`src/rtl/mux_arb_nx1.sv`:
```
// N-to-1 registered multiplexer/arbiter with valid/ready handshakes.
// The grant comes either from sel directly (mode 0) or from a round-robin search (mode 1).
module mux_arb_nx1 #(
  parameter int unsigned N  = 8,
  parameter int unsigned W  = 4,
  parameter int unsigned SW = 3
) (
  input  logic            clk,
  input  logic            rst_n,
  input  logic [N*W-1:0]  in_data,
  input  logic [N-1:0]    in_valid,
  output logic [N-1:0]    in_ready,
  input  logic            mode,
  input  logic [SW-1:0]   sel,
  output logic [W-1:0]    out_data,
  output logic [SW-1:0]   out_ch,
  output logic            out_valid,
  input  logic            out_ready
);

  logic [SW-1:0] ptr;
  logic [SW-1:0] g;
  logic          hit;
  logic          ld;
  int unsigned   rr_idx;

  assign ld = !out_valid || out_ready;

  // Round-robin search visits ptr+1 .. ptr+N with wrap; the first valid channel wins.
  always_comb begin
    g      = '0;
    hit    = 1'b0;
    rr_idx = 0;
    if (!mode) begin
      g = sel;
      if (32'(sel) < N) hit = in_valid[sel];
    end else begin
      for (int unsigned i = 1; i <= N; i++) begin
        rr_idx = 32'(ptr) + i;
        if (rr_idx >= N) rr_idx = rr_idx - N;
        if (!hit && in_valid[rr_idx[SW-1:0]]) begin
          hit = 1'b1;
          g   = rr_idx[SW-1:0];
        end
      end
    end
  end

  // No channel is offered a transfer while reset is asserted.
  always_comb begin
    in_ready = '0;
    if (rst_n && ld && hit) in_ready[g] = 1'b1;
  end

  always_ff @(posedge clk or negedge rst_n) begin
    if (!rst_n) begin
      out_valid <= 1'b0;
      out_data  <= '0;
      out_ch    <= '0;
      ptr       <= SW'(N - 1);
    end else if (ld) begin
      if (hit) begin
        out_data  <= in_data[g*W +: W];
        out_ch    <= g;
        out_valid <= 1'b1;
        if (mode) ptr <= g;
      end else begin
        out_valid <= 1'b0;
      end
    end
  end

endmodule

```
`config.mk`:
```
export PLATFORM = sky130hd
export DESIGN_NAME = mux_arb_nx1
export DESIGN_NICKNAME = d
export VERILOG_FILES = /design/src/rtl/mux_arb_nx1.sv
export SDC_FILE = /design/constraint.sdc
export NUM_CORES = 1
export LEC_CHECK = 0
export BUFFER_PORTS_ARGS = -buffer_cell sky130_fd_sc_hd__clkbuf_2
export CORE_ASPECT_RATIO = 0.8
export CORE_UTILIZATION = 52
export CTS_CLUSTER_DIAMETER = 100
export DETAILED_ROUTE_END_ITERATION = 8
export PLACE_DENSITY_LB_ADDON = 0.12
export SLEW_MARGIN = 40
export SYNTH_ARGS = -nofsm -noshare
export SYNTH_HDL_FRONTEND = slang
export SYNTH_SLANG_ARGS = --single-unit
```
`constraint.sdc`:
```
create_clock -name clk -period 5.35 [get_ports clk]
set_input_delay 0 -clock clk [delete_from_list [all_inputs] [get_ports clk]]
set_output_delay 0 -clock clk [all_outputs]
set_load 0.01 [all_outputs]
```
Word level (Yosys, flattened, before mapping). Index checks and enable logic that the tools add are counted.

Reductions and logical operators: 21. Order comparisons: 19. $add $sub $neg: 16. Shift-type cells: 1. Multiplexer cells: 63.

Operator list (count): $mux 3 (25); $lt 3x4->1 const B (10); $shiftx 32x6->4 (1); $ge 4x4->1 const B (7); $bmux 1 s3 (9); $mux 1 (27); $sub 3x1->3 const B (8); $add 3x3->4 const B (4); $logic_and 1x1->1 (10); $add 3x2->4 const B (2); $logic_not 1->1 (8); $mux 8 (1); $add 3x4->5 const B (1); $ge 5x4->1 const B (1); $add 3x1->4 const B (1); $demux 1 s3 (1); $ge 3x1->1 const B (1); $reduce_and 3->1 (1); $reduce_and 2->1 (1); $logic_or 1x1->1 (1).

Flip-flop bits (word level): 11. Output and inout port bits: 16. Input bits: 47. Logic and storage cells: 124.

Logic depth before layout (Yosys ltp).
Word-level depth: 41. Depth in mapped cells: 15. Gate-level depth less buffers: 11.

Least setup slack after synthesis. Ideal clock, no wire load.

Path type: register to register. From: register ptr[0]. To: register out_data[2]. Path buffers: 3. Library setup time: 139 ps. Stages on the path, launching flop included: 15. Slack: 829 ps. Clock period less this slack: 4521 ps. Arrival: 4382 ps. Required time: 5211 ps. Cells stage by stage: dfstp_2 > buf_2 > buf_2 > inv_1 > ha_1 > mux2_1 > mux4_2 > or3_4 > a2111oi_4 > a22oi_1 > a311oi_4 > clkbuf_1 > nor3b_1 > o21ai_0 > o2111ai_1.

Word-level cells in the longest chain between the ends: 37.

RTL lines: from (decl) (line 21) `logic [SW-1:0] ptr;`; from (signal assigned) (line 60) `ptr <= SW'(N - 1);`; from (signal assigned) (line 66) `if (mode) ptr <= g;`; $add 3x1->4 (line 39) `rr_idx = 32'(ptr) + i;`; $ge 4x4->1 / $sub 3x1->3 (equally long branches) (line 40) `if (rr_idx >= N) rr_idx = rr_idx - N;`; $mux 3 (line 40); $mux 3 (line 34) `if (!mode) begin`; $bmux 1 s3 (line 41) `if (!hit && in_valid[rr_idx[SW-1:0]]) begin`; $mux 1 (implied by the code) (line 41); $mux 1 (line 41); $mux 1 (line 34); [21 not listed]; $logic_and 1x1->1 (line 41); $mux 1 (line 41); $mux 1 (line 34); $logic_not 1->1 (line 41); $logic_and 1x1->1 (line 41); $mux 3 / $mux 1 (equally long branches) (line 41); $mux 3 / $mux 1 (equally long branches) (line 34); $shiftx 32x6->4 / $reduce_and 2->1 (equally long branches); to (signal assigned) (line 63) `out_data <= in_data[g*W +: W];`; to (decl) (line 15) `output logic [W-1:0] out_data,`.

Several ways; a longest one is shown, not always the timed one. The select of a mux whose other input is x is not followed. A chain may end at the register's enable or synchronous reset.

Worst setup path after layout.
From: register ptr[0]. To: output in_ready[7].

Word-level cells in the longest chain between the ends: 41.

RTL lines: $add 3x1->4 (line 39); $ge 4x4->1 / $sub 3x1->3 (equally long branches) (line 40); $mux 3 (line 40); $mux 3 (line 34); $bmux 1 s3 (line 41); $mux 1 (implied by the code) (line 41); $mux 1 (line 41); $mux 1 (line 34); [25 not listed]; $logic_and 1x1->1 (line 41); $mux 3 (line 41); $mux 3 (line 34); $lt 3x4->1 (implied by the code) / $ge 3x1->1 (equally long branches) (line 52) `if (rst_n && ld && hit) in_ready[g] = 1'b1;`; $logic_and 1x1->1 (implied by the code) (line 52); $mux 1 (implied by the code) (line 52); $demux 1 s3 (line 52); $mux 8 (*) (line 52); to (decl) (line 12) `output logic [N-1:0] in_ready,`.

Every way passes the cells marked *; elsewhere a longest branch is shown, timed or not. The select of a mux whose other input is x is not followed.

==> metrics <==
outcome complete, no violations; Core Util, Final 0.669; combinational cell fraction of total power 0.812; final-report max-slew violation count 0; post-synthesis mux area share 0.286; Fillers 298; Post-DP HPWL 4.18 mm; final hold violation count 0; IO Port Bufs 62; CTS HTree Levels 1; clk_skew 3.16 ps; Sink Count 11; share of the yosys chip area belonging to registers 0.142; Synth Area in Compound Gates 0.250; Routed Antenna Nets 0; Post-route DRC 0; Core Area 0.00352 mm^2; Total Power 1560 uW; area share of and/or/nand/nor cells after synthesis 0.220; vias in the first global route 1831; number of synthesis warnings 0; Data required, critical path 5350 ps; initial core utilization 0.557; GR Overflow Total 0; Area growth syn-to-layout 20.2%; Post-Synthesis Net Count 282; CP Launch Type flip-flop; Synth cell types 54; clk slew on worst S/H paths 50 ps; number of buffers created by CTS 3; Max Fclk 0.208 GHz; relative slew slack 0.541; share of cells above drive strength 1 0.344; number of detailed-route iterations in the first pass 4; Chip Width 70.6 um; Vias per Instance 6.23; Tightest Pin Transition 671 ps; Inserted Diodes 0; ys async rst share 1.00; final WL 5.19 mm; GRT Total Usage 0.275; Die Area 0.00402 mm^2; Syn Inst Count 233; net load switching power 809 uW; boundary pin count 63; CTS max path bufs 2; Post-Synthesis Cell Area 0.00196 mm^2; vias 2074; clock power share 0.055; Adder-Cell Fraction of Synth Area 0.0128; PnR worst setup slack 539 ps; Post-CTS Resized 0; RSZ-0062 raised after global routing false; clk_lat worst skew 240 ps; Total Nets Final 341; # setup viols final 0; Max VDD drop 415 uV; syn_area_per_cell 8.40 um^2; internal power 748 uW; switch share 0.520; ys flop type dfrtp_1; part of the power in registers 0.132; min cycle time layout 4810 ps; number of antenna violations at the first check in global routing 0; number of DRC markers in iteration 0 151; pwr dens 662 mW/mm^2; Setup CP Type reg -> out; CP Capture Type primary output; largest net degree at the start of global routing 19; xor/xnor share of the synthesized area 0.0179; share of the clock period used by the worst path 0.899; average wire per standard cell 15.6 um; row cnt 19; largest family of logic cells by synthesized area multiplexers; number of synthesized flops with an enable pin 0; Die Ht 56.9 um; max-cap violation count 0; Worst EP arrival 4810 ps; crit-path max FO 18; Total Neg Setup Slack 0 ps; static leakage 0.00107 uW; pre-CTS setup slack 713 ps; CTS tree done; Synth Register Bits 11; worst hold path class in -> reg; Root Driver clkbuf_8; Final GP Congestion 0.906; first-pass GRT wire length 8.67 mm
-- metrics by stage --
stage | hold WS, ps | std cells | cell area (um^2)
after detailed placement | -95.4 | 328 | 2300
after global placement | -94.6 | 328 | 2300
after global routing | 137 | 333 | 2350
after CTS | 94.0 | 333 | 2350
final | 87.9 | 333 | 2350
after floorplan | -296 | 233 | 1960
-- path summary, 6_finish.rpt --
| path | start | to | slack, ps | cells after the start |
|---|---|---|---|---|
| setup / recovery | ptr[0]$_DFFE_PN1P_ | in_ready[7] | 540 | 13 |
| hold / removal | out_ready | out_valid$_DFFE_PN0N_ | 90 | 3 |
| setup reg to reg | ptr[0]$_DFFE_PN1P_ | out_data[3]$_DFFE_PN0P_ | 690 | 11 |
| hold reg to reg | out_ch[1]$_DFFE_PN0P_ | out_ch[1]$_DFFE_PN0P_ | 490 | 1 |
| max in group asynchronous | rst_n | ptr[2]$_DFFE_PN1P_ | 4870 | 2 |
| min in group asynchronous | rst_n | out_ch[0]$_DFFE_PN0P_ | 190 | 2 |
-- state kept, by name (all words and copies together), names as in the netlist --
signal / cells
out_ch: 3
out_valid: 1
ptr: 3
out_data: 4
-- cell usage after synthesis, types with 3 or more instances --
cell type,count,area share
nand2_1,25,0.048
inv_1,23,0.044
mux4_2,17,0.20
nor2_1,15,0.029
mux2i_1,12,0.061
o21ai_0,12,0.031
o21a_1,10,0.038
dfrtp_1,8,0.10
nand3_1,8,0.020
nor3b_1,8,0.031
clkbuf_1,7,0.013
a211oi_1,4,0.015
a21oi_1,4,0.010
nand2b_1,4,0.013
nor2b_1,4,0.013
o2111ai_1,4,0.018
a21o_1,3,0.012
and2_1,3,0.0096
buf_1,3,0.0058
buf_2,3,0.0077
dfstp_2,3,0.040
mux2_2,3,0.017
nor3_1,3,0.0077
nor4_1,3,0.0096
o22a_1,3,0.013
o22ai_1,3,0.0096
or2_2,3,0.0096
-- final cells by class --
cell class | instances | area [um^2] | area share
clock buffer | 4 | 45.0 | 0.0191
inverter | 23 | 86.3 | 0.0367
multi-input combinational | 186 | 1540 | 0.654
sequential | 11 | 279 | 0.119
tap | 42 | 52.6 | 0.0223
timing repair buffer | 67 | 350 | 0.149
-- power by group through the flow --
stage	sequential, uW	clock, uW	combinational (uW)
after floorplan	163	0	1010
after global placement	208	0	1230
after detailed placement	207	0	1240
after CTS	207	87.3	1250
after global routing	217	92.2	1390
final	206	86.2	1260
-- cells in the final DEF, fill, tap and decap left out, types with 3 or more instances in the layout --
cell type,n
o22a_1,3
a211oi_1,4
mux2i_1,12
dfrtp_1,8
o2111ai_1,4
a21oi_1,4
o21a_1,10
or2_2,3
clkbuf_2,62
clkbuf_8,3
o22ai_1,3
nor3_1,3
nand2_1,25
and2_1,3
nand2b_1,4
nor2b_1,4
nor2_1,15
inv_1,23
mux4_2,17
nor3b_1,8
nand3_1,8
mux2_2,3
o21ai_0,12
buf_4,4
a21o_1,3
dfstp_2,3
nor4_1,3
-- kinds of logic (layout without fill, tap and decap cells) --
logic type	count (synthesis)	in the layout
and+or+nand+nor	83	83
AOI/OAI and AO/OA	63	63
buffers and inverters	36	94
muxes	34	34
DFF	11	11
xor gates and xnor gates	4	4
adders and majority gates	2	2
-- what timing repair did --
item                                   4_1_cts  5_1_grt
buffers inserted                             0        0
hold buffers                                 1        0
endpoints found under the hold margin       11        0
-- per-layer routing --
layer / share of wire / wire [um] / track usage / up-vias
met1: 0.49 / 2520 / 0.427 / 975
li1: - / - / - / 1002
met3: 0.080 / 414 / 0.0449 / 0
met4: 0 / 0 / 0.0400 / 0
met5: 0 / 0 / 0 / -
met2: 0.44 / 2260 / 0.409 / 97
-- worst max-delay path, stage by stage, from the launching register on --
cell and delay, ps:
dfstp_2 790, inv_1 180, ha_1 450, mux2_1 370, mux4_2 510, or3_4 420, a2111oi_4 460, nand3_1 270
a311oi_4 340, buf_4 270, or2_2 170, nand2_1 70, nor2_1 110, clkbuf_2 140
Power figures use the tool's default switching activity.
